**src/rtl/iserdes_pkg.sv**
```systemverilog
// Shared definitions for the ISERDES2 frame aligner: FSM state encoding,
// counter width and the default frame-lane training pattern.
package iserdes_pkg;

  // Alignment FSM states; encoding is fixed so debug probes can decode it.
  typedef enum logic [2:0] {
    ST_IDLE   = 3'd0,
    ST_CHECK  = 3'd1,
    ST_SLIP   = 3'd2,
    ST_WAIT   = 3'd3,
    ST_LOCKED = 3'd4,
    ST_FAIL   = 3'd5
  } align_state_e;

  // Width of the match / miss / slip / wait counters (all limits are <= 15).
  localparam int CNT_W = 4;

  // Frame-lane word expected when the deserializers are word aligned.
  localparam logic [7:0] DEFAULT_FRAME_PATTERN = 8'hF0;

endpackage

```
**src/rtl/iserdes_frame_fsm.sv**
```systemverilog
// Word-alignment trainer: compares the frame lane against the programmed
// pattern, issues bitslip pulses until it matches MATCH_CNT times in a row,
// then watches for MISS_MAX consecutive mismatches to trigger a retrain.
module iserdes_frame_fsm
  import iserdes_pkg::*;
#(
  parameter int         DW            = 8,
  parameter logic [7:0] FRAME_PATTERN = DEFAULT_FRAME_PATTERN,
  parameter int         MATCH_CNT     = 4,
  parameter int         MISS_MAX      = 2,
  parameter int         SLIP_WAIT     = 3
) (
  input  logic          clk_i,
  input  logic          rst_ni,
  input  logic          train_i,
  input  logic [DW-1:0] frame_word_i,
  output logic          bitslip_o,
  output logic          locked_o,
  output logic          lock_next_o,
  output logic          align_err_o
);

  localparam logic [DW-1:0]    PAT        = FRAME_PATTERN[DW-1:0];
  localparam logic [CNT_W-1:0] CNT_ONE    = CNT_W'(1);
  localparam logic [CNT_W-1:0] MATCH_LAST = CNT_W'(MATCH_CNT - 1);
  localparam logic [CNT_W-1:0] MISS_LAST  = CNT_W'(MISS_MAX - 1);
  localparam logic [CNT_W-1:0] WAIT_LAST  = CNT_W'(SLIP_WAIT - 1);
  localparam logic [CNT_W-1:0] SLIP_LIMIT = CNT_W'(DW);

  align_state_e     state_q;
  logic [CNT_W-1:0] match_cnt_q;
  logic [CNT_W-1:0] miss_cnt_q;
  logic [CNT_W-1:0] slip_cnt_q;
  logic [CNT_W-1:0] wait_cnt_q;
  logic             bitslip_q;
  logic             locked_q;
  logic             align_err_q;
  logic             match_s;
  logic             lock_d;

  assign match_s = (frame_word_i == PAT);

  // Next value of the lock flag; shared with the top so dout_valid tracks locked exactly.
  always_comb begin
    lock_d = 1'b0;
    if (train_i && (state_q == ST_CHECK) && match_s && (match_cnt_q == MATCH_LAST)) begin
      lock_d = 1'b1;
    end else if (train_i && (state_q == ST_LOCKED) && !(!match_s && (miss_cnt_q == MISS_LAST))) begin
      lock_d = 1'b1;
    end else begin
      lock_d = 1'b0;
    end
  end

  // Alignment FSM with its counters and registered bitslip/locked/align_err outputs.
  always_ff @(posedge clk_i or negedge rst_ni) begin
    if (!rst_ni) begin
      state_q     <= ST_IDLE;
      match_cnt_q <= '0;
      miss_cnt_q  <= '0;
      slip_cnt_q  <= '0;
      wait_cnt_q  <= '0;
      bitslip_q   <= 1'b0;
      locked_q    <= 1'b0;
      align_err_q <= 1'b0;
    end else begin
      bitslip_q <= 1'b0;
      locked_q  <= lock_d;
      if (!train_i) begin
        // Dropping train wins over everything, including a pending slip.
        state_q     <= ST_IDLE;
        match_cnt_q <= '0;
        miss_cnt_q  <= '0;
        slip_cnt_q  <= '0;
        wait_cnt_q  <= '0;
      end else begin
        case (state_q)
          ST_IDLE: begin
            match_cnt_q <= '0;
            miss_cnt_q  <= '0;
            slip_cnt_q  <= '0;
            wait_cnt_q  <= '0;
            align_err_q <= 1'b0;
            state_q     <= ST_CHECK;
          end
          ST_CHECK: begin
            if (match_s) begin
              if (match_cnt_q == MATCH_LAST) begin
                state_q     <= ST_LOCKED;
                match_cnt_q <= '0;
                miss_cnt_q  <= '0;
                slip_cnt_q  <= '0;
              end else begin
                match_cnt_q <= match_cnt_q + CNT_ONE;
              end
            end else begin
              // The pulse is launched on the edge entering SLIP, unless slips are exhausted.
              match_cnt_q <= '0;
              state_q     <= ST_SLIP;
              bitslip_q   <= (slip_cnt_q != SLIP_LIMIT);
            end
          end
          ST_SLIP: begin
            if (slip_cnt_q == SLIP_LIMIT) begin
              state_q     <= ST_FAIL;
              align_err_q <= 1'b1;
            end else begin
              slip_cnt_q <= slip_cnt_q + CNT_ONE;
              wait_cnt_q <= '0;
              state_q    <= ST_WAIT;
            end
          end
          ST_WAIT: begin
            if (wait_cnt_q == WAIT_LAST) begin
              wait_cnt_q <= '0;
              state_q    <= ST_CHECK;
            end else begin
              wait_cnt_q <= wait_cnt_q + CNT_ONE;
            end
          end
          ST_LOCKED: begin
            if (match_s) begin
              miss_cnt_q <= '0;
            end else if (miss_cnt_q == MISS_LAST) begin
              miss_cnt_q  <= '0;
              match_cnt_q <= '0;
              wait_cnt_q  <= '0;
              state_q     <= ST_CHECK;
            end else begin
              miss_cnt_q <= miss_cnt_q + CNT_ONE;
            end
          end
          ST_FAIL: begin
            state_q <= ST_FAIL;
          end
          default: begin
            state_q <= ST_IDLE;
          end
        endcase
      end
    end
  end

  assign bitslip_o   = bitslip_q;
  assign locked_o    = locked_q;
  assign lock_next_o = lock_d;
  assign align_err_o = align_err_q;

endmodule

```
**src/rtl/iserdes_frame_aligner.sv**
```systemverilog
// Multi-channel ISERDES2 frame aligner (clkdiv domain). Trains word alignment
// via the frame lane and assembles each channel's A/B lane words into one
// 2*DW-bit sample. Optional build macro ISERDES_ALIGN_STATS_EN adds saturating
// slip_total / miss_total statistics outputs.
module iserdes_frame_aligner
  import iserdes_pkg::*;
#(
  parameter int         NCH           = 4,
  parameter int         DW            = 8,
  parameter logic [7:0] FRAME_PATTERN = DEFAULT_FRAME_PATTERN,
  parameter int         MATCH_CNT     = 4,
  parameter int         MISS_MAX      = 2,
  parameter int         SLIP_WAIT     = 3
) (
  input  logic                  clkdiv,
  input  logic                  reset_n,
  input  logic                  train,
  input  logic [DW-1:0]         frame_word,
  input  logic [NCH*DW-1:0]     lane_a,
  input  logic [NCH*DW-1:0]     lane_b,
  output logic                  bitslip,
  output logic                  locked,
  output logic                  align_err,
  output logic [NCH*2*DW-1:0]   dout,
  output logic                  dout_valid
`ifdef ISERDES_ALIGN_STATS_EN
  ,
  output logic [7:0]            slip_total,
  output logic [15:0]           miss_total
`endif
);

  logic lock_next_s;
  logic dout_valid_q;

  iserdes_frame_fsm #(
    .DW            (DW),
    .FRAME_PATTERN (FRAME_PATTERN),
    .MATCH_CNT     (MATCH_CNT),
    .MISS_MAX      (MISS_MAX),
    .SLIP_WAIT     (SLIP_WAIT)
  ) u_fsm (
    .clk_i        (clkdiv),
    .rst_ni       (reset_n),
    .train_i      (train),
    .frame_word_i (frame_word),
    .bitslip_o    (bitslip),
    .locked_o     (locked),
    .lock_next_o  (lock_next_s),
    .align_err_o  (align_err)
  );

  for (genvar k = 0; k < NCH; k++) begin : g_ch
    logic [2*DW-1:0] dout_q;

    // Capture {A,B} for this channel; zero whenever the link will not be locked.
    always_ff @(posedge clkdiv or negedge reset_n) begin
      if (!reset_n) begin
        dout_q <= '0;
      end else if (lock_next_s) begin
        dout_q <= {lane_a[k*DW +: DW], lane_b[k*DW +: DW]};
      end else begin
        dout_q <= '0;
      end
    end

    assign dout[k*2*DW +: 2*DW] = dout_q;
  end

  // dout_valid is loaded from the same next-lock term as locked, so they stay identical.
  always_ff @(posedge clkdiv or negedge reset_n) begin
    if (!reset_n) begin
      dout_valid_q <= 1'b0;
    end else begin
      dout_valid_q <= lock_next_s;
    end
  end

  assign dout_valid = dout_valid_q;

`ifdef ISERDES_ALIGN_STATS_EN
  localparam logic [DW-1:0] PAT = FRAME_PATTERN[DW-1:0];

  logic [7:0]  slip_total_q;
  logic [15:0] miss_total_q;

  // Saturating event counters: issued bitslip pulses and frame misses while locked.
  always_ff @(posedge clkdiv or negedge reset_n) begin
    if (!reset_n) begin
      slip_total_q <= 8'd0;
      miss_total_q <= 16'd0;
    end else begin
      if (bitslip && (slip_total_q != 8'hFF)) begin
        slip_total_q <= slip_total_q + 8'd1;
      end else begin
        slip_total_q <= slip_total_q;
      end
      if (locked && (frame_word != PAT) && (miss_total_q != 16'hFFFF)) begin
        miss_total_q <= miss_total_q + 16'd1;
      end else begin
        miss_total_q <= miss_total_q;
      end
    end
  end

  assign slip_total = slip_total_q;
  assign miss_total = miss_total_q;
`endif

endmodule

```
**config.mk**
```make
export PLATFORM = sky130hd
export DESIGN_NAME = iserdes_frame_aligner
export DESIGN_NICKNAME = d
export VERILOG_FILES = /design/src/rtl/iserdes_pkg.sv /design/src/rtl/iserdes_frame_fsm.sv /design/src/rtl/iserdes_frame_aligner.sv
export SDC_FILE = /design/constraint.sdc
export NUM_CORES = 1
export LEC_CHECK = 0
export ABC_AREA = 0
export CORE_ASPECT_RATIO = 0.9
export CORE_MARGIN = 5
export CORE_UTILIZATION = 38
export DETAILED_ROUTE_END_ITERATION = 10
export PLACE_DENSITY = 0.76
export SETUP_SLACK_MARGIN = 0.3
export SLEW_MARGIN = 20
export SYNTH_ARGS = -nofsm -noshare
export SYNTH_HDL_FRONTEND = slang
export SYNTH_SLANG_ARGS = --single-unit
```
**constraint.sdc**
```tcl
create_clock -name clkdiv -period 2.3 [get_ports clkdiv]
set_input_delay 0.345 -clock clkdiv [delete_from_list [all_inputs] [get_ports clkdiv]]
set_output_delay 0.345 -clock clkdiv [all_outputs]
set_load 0.02 [all_outputs]
```
# Word-level counts from Yosys, hierarchy flattened
# Cells that the tools add are included.
# op_classes
add_sub_neg	4
n_eq_ne	22
muxes	38
reduce_logical	16
# op_table
operator	n
16-bit two-way mux	4
4-bit two-way mux	15
4-bit case mux with 3 select lines	3
3-bit two-way mux	7
3-bit case mux with 6 select lines	1
4-bit by 1-bit adder with 4-bit output, second input constant	4
4-bit case mux with 4 select lines	1
3-bit inequality test, second input constant	4
4-bit AND reduction	3
3-bit AND reduction	3
4-bit by 2-bit == test with 1-bit output, second input constant	2
8-bit == test, second input constant	1
4-bit by 1-bit inequality test with 1-bit output, second input constant	2
4-bit inequality test, second input constant	2
3-bit by 2-bit == test with 1-bit output, second input constant	2
3-bit == test, second input constant	2
1-bit logical AND	6
1-bit two-way mux	6
3-bit by 2-bit inequality test with 1-bit output, second input constant	2
5-bit by 1-bit inequality test with 1-bit output, second input constant	1
4-bit by 1-bit == test with 1-bit output, second input constant	1
4-bit == test, second input constant	1
3-bit by 1-bit == test with 1-bit output, second input constant	1
3-bit logical NOT	1
4 further kinds	5
# totals
ff_bits	86
in_bits	75

# Logic depth before layout (Yosys ltp)
# Gate-level depths: netlist of the first run.
# depth
depth_word	8
ltp_mapped	8
mapped_depth_nobuf	6

# By module
# From an unflattened synthesis of the first run, not the netlist that was laid out.
# hier_totals
hier_cells	269
hier_area_um2	3524.6
# modules_own_cells
mod	n_inst	cells_each	area_each_um2	seq_area_each_um2
iserdes_frame_aligner	1	135	2137.0	1626.6
iserdes_frame_fsm	1	134	1387.6	550.5

# Worst setup path after synthesis of the first run
# Ideal clock, no wire load.
# synth_path
path_kind	register -> register
startpoint	register u_fsm.miss_cnt_q[1]
endpoint	register g_ch[0].dout_q[10]
setup_time_ns	0.119
arrival_time_ns	1.565
required_ns	2.181
slack_ns	0.616
stages_incl_launch_ff	9
n_path_buf	2
synth_period_minus_slack_ns	1.684
path_cell_list	dfrtp_1 -> inv_1 -> ha_1 -> or3b_1 -> nand2_2 -> o21ai_1 -> buf_4 -> buf_4 -> and2_1
# synth_between
elab_chain_cells	7
# synth_rtl
item	line_no	source
start: declaration	iserdes_frame_fsm.sv:32	logic [CNT_W-1:0] miss_cnt_q;
start signal: assignment	iserdes_frame_fsm.sv:130	miss_cnt_q <= miss_cnt_q + CNT_ONE;
4-bit by 1-bit == test with 1-bit output	iserdes_frame_fsm.sv:48	end else if (train_i && (state_q == ST_LOCKED) && !(!match_s && (miss_cnt_q == MISS_LAST))) begin
1-bit logical AND	iserdes_frame_fsm.sv:48	
1-bit logical NOT	iserdes_frame_fsm.sv:48	
1-bit logical AND	iserdes_frame_fsm.sv:48	
1-bit two-way mux	iserdes_frame_fsm.sv:48	
1-bit two-way mux	iserdes_frame_fsm.sv:46	if (train_i && (state_q == ST_CHECK) && match_s && (match_cnt_q == MATCH_LAST)) begin
16-bit two-way mux	iserdes_frame_aligner.sv:60	end else if (lock_next_s) begin
end signal: assignment	iserdes_frame_aligner.sv:61	dout_q <= {lane_a[k*DW +: DW], lane_b[k*DW +: DW]};
end: declaration	iserdes_frame_aligner.sv:54	logic [2*DW-1:0] dout_q;
# Every way passes these cells.
# A chain may end at the register's enable or synchronous reset.

# Worst setup path after layout of the first run
# layout_path
startpoint	register u_fsm.miss_cnt_q[1]
endpoint	register u_fsm.wait_cnt_q[3]
# layout_between
elab_chain_cells	3
# layout_rtl
item	line_no	source
4-bit by 1-bit == test with 1-bit output	iserdes_frame_fsm.sv:124	end else if (miss_cnt_q == MISS_LAST) begin
3-bit inequality test (no source line)	--	
4-bit AND reduction (no source line)	--	
end signal: assignment	iserdes_frame_fsm.sv:118	wait_cnt_q <= wait_cnt_q + CNT_ONE;
end: declaration	iserdes_frame_fsm.sv:34	logic [CNT_W-1:0] wait_cnt_q;
# Every way passes these cells.

==> results of run 1 <==
-- cells in the final DEF, fill, tap and decap left out, types with 3 or more instances in the layout --
cell,instances
a211o_1,3
a21o_1,7
a21oi_1,5
and2_1,66
buf_4,7
clkbuf_8,9
clkdlybuf4s50_1,141
dfrtp_1,86
ha_1,7
inv_1,4
inv_6,3
nand2_1,11
nand2b_1,4
nand3_1,6
nand3b_1,4
nor2_1,7
nor2b_1,3
nor3_1,6
o21ai_0,6
o221ai_1,3
-- stage by stage --
step | power (uW) | hold slack [ns] | util [%] | area, sq um
after CTS | 2960 | 0.0892 | 59.7 | 5160
after floorplan | 1680 | 0.0494 | - | 3400
after global routing | 3040 | 0.136 | 59.8 | 5170
after detailed placement | 1860 | 0.482 | 57.3 | 4960
final | 2910 | 0.0600 | 59.8 | 5170
after global placement | 1850 | 0.475 | 57.3 | 4960
-- cell type report --
class | instances | share of cell area [%]
flip-flops and latches | 86 | 41.6
inverters | 4 | 0.290
repair buffers | 149 | 28.7
clock inverters | 7 | 1.52
clock buffers | 9 | 2.40
well taps | 119 | 2.88
multi-input cells | 170 | 22.6
-- power groups by stage --
stage / Sequential, uW / Combinational, uW / Clock [uW]
floorplan: 1570 / 107 / 0
global placement: 1590 / 269 / 0
detailed placement: 1590 / 275 / 0
CTS: 1560 / 278 / 1120
global route: 1560 / 305 / 1180
finish: 1560 / 277 / 1070
-- metal layers --
metal | up-vias | global-route usage, %
li1 | 1213 | -
met1 | 1177 | 18.0
met2 | 109 | 24.8
met3 | 13 | 5.58
met4 | 0 | 7.00
met5 | - | 0
-- sequential cells by signal, summed over array words and instances, names as in the netlist --
register           count
u_fsm.wait_cnt_q       4
u_fsm.bitslip_o        1
u_fsm.miss_cnt_q       4
g_ch.dout_q           64
u_fsm.slip_cnt_q       4
u_fsm.align_err_o      1
u_fsm.state_q          3
u_fsm.locked_o         1
u_fsm.match_cnt_q      4
-- cells by family after synthesis --
| kind of cell | Yosys count |
|---|---|
| AO/OA/AOI/OAI | 39 |
| XOR/XNOR | 1 |
| adder cells (fa/ha/maj) | 7 |
| buffers and inverters | 17 |
| flip-flops | 86 |
| multiplexers | 1 |
| AND/OR/NAND/NOR | 122 |
-- repair_timing --
item	4_1_cts	5_1_grt
hold buffers	0	0
setup buffers	0	0
gates resized for setup	0	2
setup endpoints to repair	0	2
-- final timing paths --
check	end	slack (ns)	from	cells past startpoint
worst max register to register	u_fsm.wait_cnt_q[3]	0.41	u_fsm.miss_cnt_q[1]	6
worst min-delay path	g_ch[0].dout_q[9]	0.06	reset_n	1
max in group asynchronous	g_ch[2].dout_q[8]	1.54	reset_n	2
min in group clkdiv	g_ch[1].dout_q[10]	0.53	lane_a[10]	2
worst max-delay path	u_fsm.wait_cnt_q[3]	0.41	u_fsm.miss_cnt_q[1]	6
worst min register to register	u_fsm.match_cnt_q[1]	0.53	u_fsm.match_cnt_q[1]	1
==> run summary, run 1 <==
Synth async-reset ratio - 100%
chip height - 99.7 microns
CTS buffer count - 9
fillers - 723
WL per Instance - 14.8 microns
WP data arrival - 2.12 ns
Power Density - 563 nW/um^2
Max clock buf depth - 2
Seq pwr share - 53.6%
largest net degree at the start of global routing - 64
post-synthesis xor/xnor area fraction - 0.258%
setup ws final - 0.413 ns
max incr delay on CP - 0.44 ns
Hold Crit Class - in2async
slowest CP cell - or3b_1
post-synthesis compound-gate area fraction - 8.14%
setup tns final - 0 ns
synth top area cells - dfrtp_1, and2_1, ha_1, a21o_1, buf_4
clock latency on the worst-skew pair - 0.35 ns
Detail Placement HPWL - 6.04 mm
Cell Rows - 32
Tcrit/Tclk final - 82.1%
clock share of power - 36.9%
skew final - 0.0114 ns
Critical Path RT - 2.53 ns
Met1 Wirelength - 3.22 mm
status - finished, final reports clean
layout cells sized above 1 - 7.76%
via count - 2,512
Critical Path Fanout Max - 4
final setup fails - 0
P_leak - 0.00241 uW
post-synthesis simple-gate area fraction - 22.5%
initial antenna violation count - 0
sw power - 702 uW
Yosys top cell by area - dfrtp_1
first-pass GRT wire length - 12.8 mm
Synth top cells by count - dfrtp_1, and2_1, nand2_1
Clk pin slew, worst setup/hold paths - 0.08 ns
Die Wd - 110 microns
Root Buffer - clkbuf_8
crit end category - register
met2 wire len - 3.85 mm
VDD IR max - 302 uV
Tightest Pin Transition - 0.780 ns
Post-synth EDFFs - 0
WP buf/inv - 1
drt total wl - 8.07 mm
Synth Instances - 273
Post-Syn Nets - 355
Fin. Hold Viols - 0
GP Congestion - 0.780
Mapped Area - 3400 sq um
combinational family with the most area after synthesis - simple AND/OR/NAND/NOR gates
Antenna diodes - 0
Cell variety after synth - 45
switching share of power - 24.1%
register area share after synthesis - 63.4%
die footprint - 10,900 sq um
dpl cells - 528
I/O Buffers - 142
1st-iter DRT viols - 67
fin cells - 544
critical path class - reg2reg
Internal Power - 2210 uW
CP delay by family, top - compound AO/OA/AOI/OAI gates
Slew headroom - 48.0%
post-synthesis adder-cell area fraction - 2.58%
MaxCap Viol Count - 0
post-place setup slack - 0.160 ns
TritonRoute pass-1 iters - 4
drt via density - 4.62
htree depth - 3
clock sink total - 86
CTS tree - built
Slew Viols, Final - 0
minimum clock period - 1.89 ns
syn_area_per_cell - 12.4 sq um
I/O pin count - 143
# DRC - 0
Starting Density - 39.3%
vias in the first global route - 2,658
post-route ant nets - 0
area occupied by multi-input gates - 1170 sq um
top_reg_cell synth - dfrtp_1
worst-path cell chain - inv_1, ha_1, or3b_1, a21oi_2, o21ai_1, a211o_1
top routing layer used - met4
GRT Total Usage - 15.3%
Startpoint Class - register
mux contribution to synthesized area - 0.332%
total gr overflow - 0
Max Clock Freq - 530 MHz
RSZ-0062 raised after global routing - no
Area Overhead vs Synth - 52.3%
Core Region - 8650 sq um
combinational fraction of design power - 9.5%
top cell type's share of synthesized area - 63.4%
Yosys warnings - 0
flops & latches, synth - 86
most frequent cell after synthesis - dfrtp_1
Storage cell area - 2150 sq um
Nets - 502
metal3 WL - 854 microns
Note: power is estimated with default switching activity, not from simulation.
==> inputs of run 2 (changes only) <==
PLACE_DENSITY = 0.79   (was 0.76)
clock period = 1.7 ns   (was 2.3 ns; I/O delays follow)
==> run summary, run 2 (same netlist as run 1, synthesis figures left out) <==
status - complete, but fails checks
violated checks - setup timing
Antenna diodes - 0
1st-iter DRT viols - 42
MaxCap Viol Count - 0
Startpoint Class - register
Hold Crit Class - in2async
clock sink total - 86
Critical Path RT - 1.92 ns
initial antenna violation count - 0
# DRC - 0
Nets - 541
crit end category - register
Util after Layout - 64.1%
first-pass GRT wire length - 13.6 mm
setup ws final - -0.0474 ns
VDD IR max - 535 uV
post-place setup slack - -0.266 ns
Die Wd - 110 microns
WL per Instance - 15.3 microns
clock latency on the worst-skew pair - 0.34 ns
commonest non-fill, non-tap cell in the layout - dfrtp_1
Tcrit/Tclk final - 103%
Max Clock Freq - 572 MHz
Detail Placement HPWL - 6.53 mm
chip height - 99.7 microns
skew final - 0.0130 ns
Cell Rows - 32
GR Layer Usage met3 - 5.78%
drt via density - 4.67
largest net degree at the start of global routing - 37
Root Buffer - clkbuf_8
Starting Density - 39.3%
vias in the first global route - 2,813
Clk pin slew, worst setup/hold paths - 0.08 ns
Largest register FFs - 64
die footprint - 10,900 sq um
drt total wl - 8.92 mm
Max clock buf depth - 2
Critical Path Fanout Max - 35
GRT Total Usage - 16.0%
Tightest Pin Transition - 0.392 ns
Slew headroom - 73.9%
Power Density - 763 nW/um^2
met1 Track Usage GR - 18.2%
Slew Viols, Final - 0
Most flops, register - g_ch.dout_q
met2 Usage GRT - 27.9%
via count - 2,720
Fin. Hold Viols - 0
P_leak - 0.00298 uW
gr busiest metal - met2
critical path class - reg2reg
htree depth - 3
placed cell area - 5160 sq um
total gr overflow - 0
I/O pin count - 143
most frequent cells in the layout - dfrtp_1, clkdlybuf4s50_1, dlygate4sd2_1, and2_1, buf_4
layout cells sized above 1 - 18.3%
I/O Buffers - 142
post-route cell area - 5540 sq um
CTS tree - built
CTS buffer count - 9
TritonRoute pass-1 iters - 4
Area Overhead vs Synth - 63.2%
WP data arrival - 1.97 ns
RSZ-0062 raised after global routing - yes
minimum clock period - 1.75 ns
GP Congestion - 0.805
Core Region - 8650 sq um
final setup fails - 68
post-route ant nets - 0
Hold WS - 0.387 ns
-- run 2: routing by layer --
metal	share of wire [%]	vias up	routed length, microns
met4	1.6	0	142
met2	52	101	4660
met3	8.7	14	776
met5	0	-	0
li1	-	1293	-
met1	37	1312	3350
-- run 2: timing repair --
item | CTS | global route
endpoints found under the hold margin | 30 | 0
pin swaps | 16 | 7
setup endpoints to repair | 152 | 84
setup buffers | 10 | 8
gates resized for setup | 81 | 13
hold buffers | 1 | 0
-- run 2: worst paths after layout --
kind                                startpoint                   to  slack (ns)  depth (start not counted)
min reg2reg                u_fsm.wait_cnt_q[2]  u_fsm.wait_cnt_q[2]        0.55                          1
max                        u_fsm.miss_cnt_q[1]   g_ch[0].dout_q[14]       -0.05                          8
min                                    reset_n   g_ch[1].dout_q[11]        0.39                          2
max reg2reg                u_fsm.miss_cnt_q[1]   g_ch[0].dout_q[14]       -0.05                          8
min in group clkdiv                 lane_b[25]    g_ch[3].dout_q[1]        0.45                          2
max in group asynchronous              reset_n   g_ch[0].dout_q[14]        0.69                          3
-- run 2: cell type report --
| class | instances | area, sq um |
|---|---|---|
| Inverter | 4 | 15.0 |
| Fill cell | 745 | 3110 |
| Tap cell | 119 | 149 |
| Clock inverter | 6 | 92.6 |
| Sequential cell | 86 | 2150 |
| Timing Repair Buffer | 188 | 1730 |
| Multi-Input combinational cell | 170 | 1260 |
| Clock buffer | 10 | 138 |
-- run 2: critical path, cell delays in order (launching register included) --
cell,delay [ns]
dfrtp_1,0.38
inv_1,0.06
ha_1,0.12
or3b_4,0.39
buf_4,0.16
nand2_4,0.09
o21ai_4,0.09
buf_12,0.17
and2_1,0.16
-- run 2: power by group --
part           internal (uW)  leakage (uW)  switching (uW)
logic                    318       0.00167             222
registers               2060       0.00120            21.7
clock network            876      0.000109             725
-- run 2: stage by stage --
step | std cells | setup TNS [ns] | total power (uW)
2_1_floorplan | 273 | 0 | 2270
3_3_place_gp | 548 | -13.51 | 2570
3_5_place_dp | 548 | -17.46 | 2580
4_1_cts | 575 | -0.783 | 4210
5_1_grt | 583 | -5.20 | 4410
6_report | 583 | -1.61 | 4230
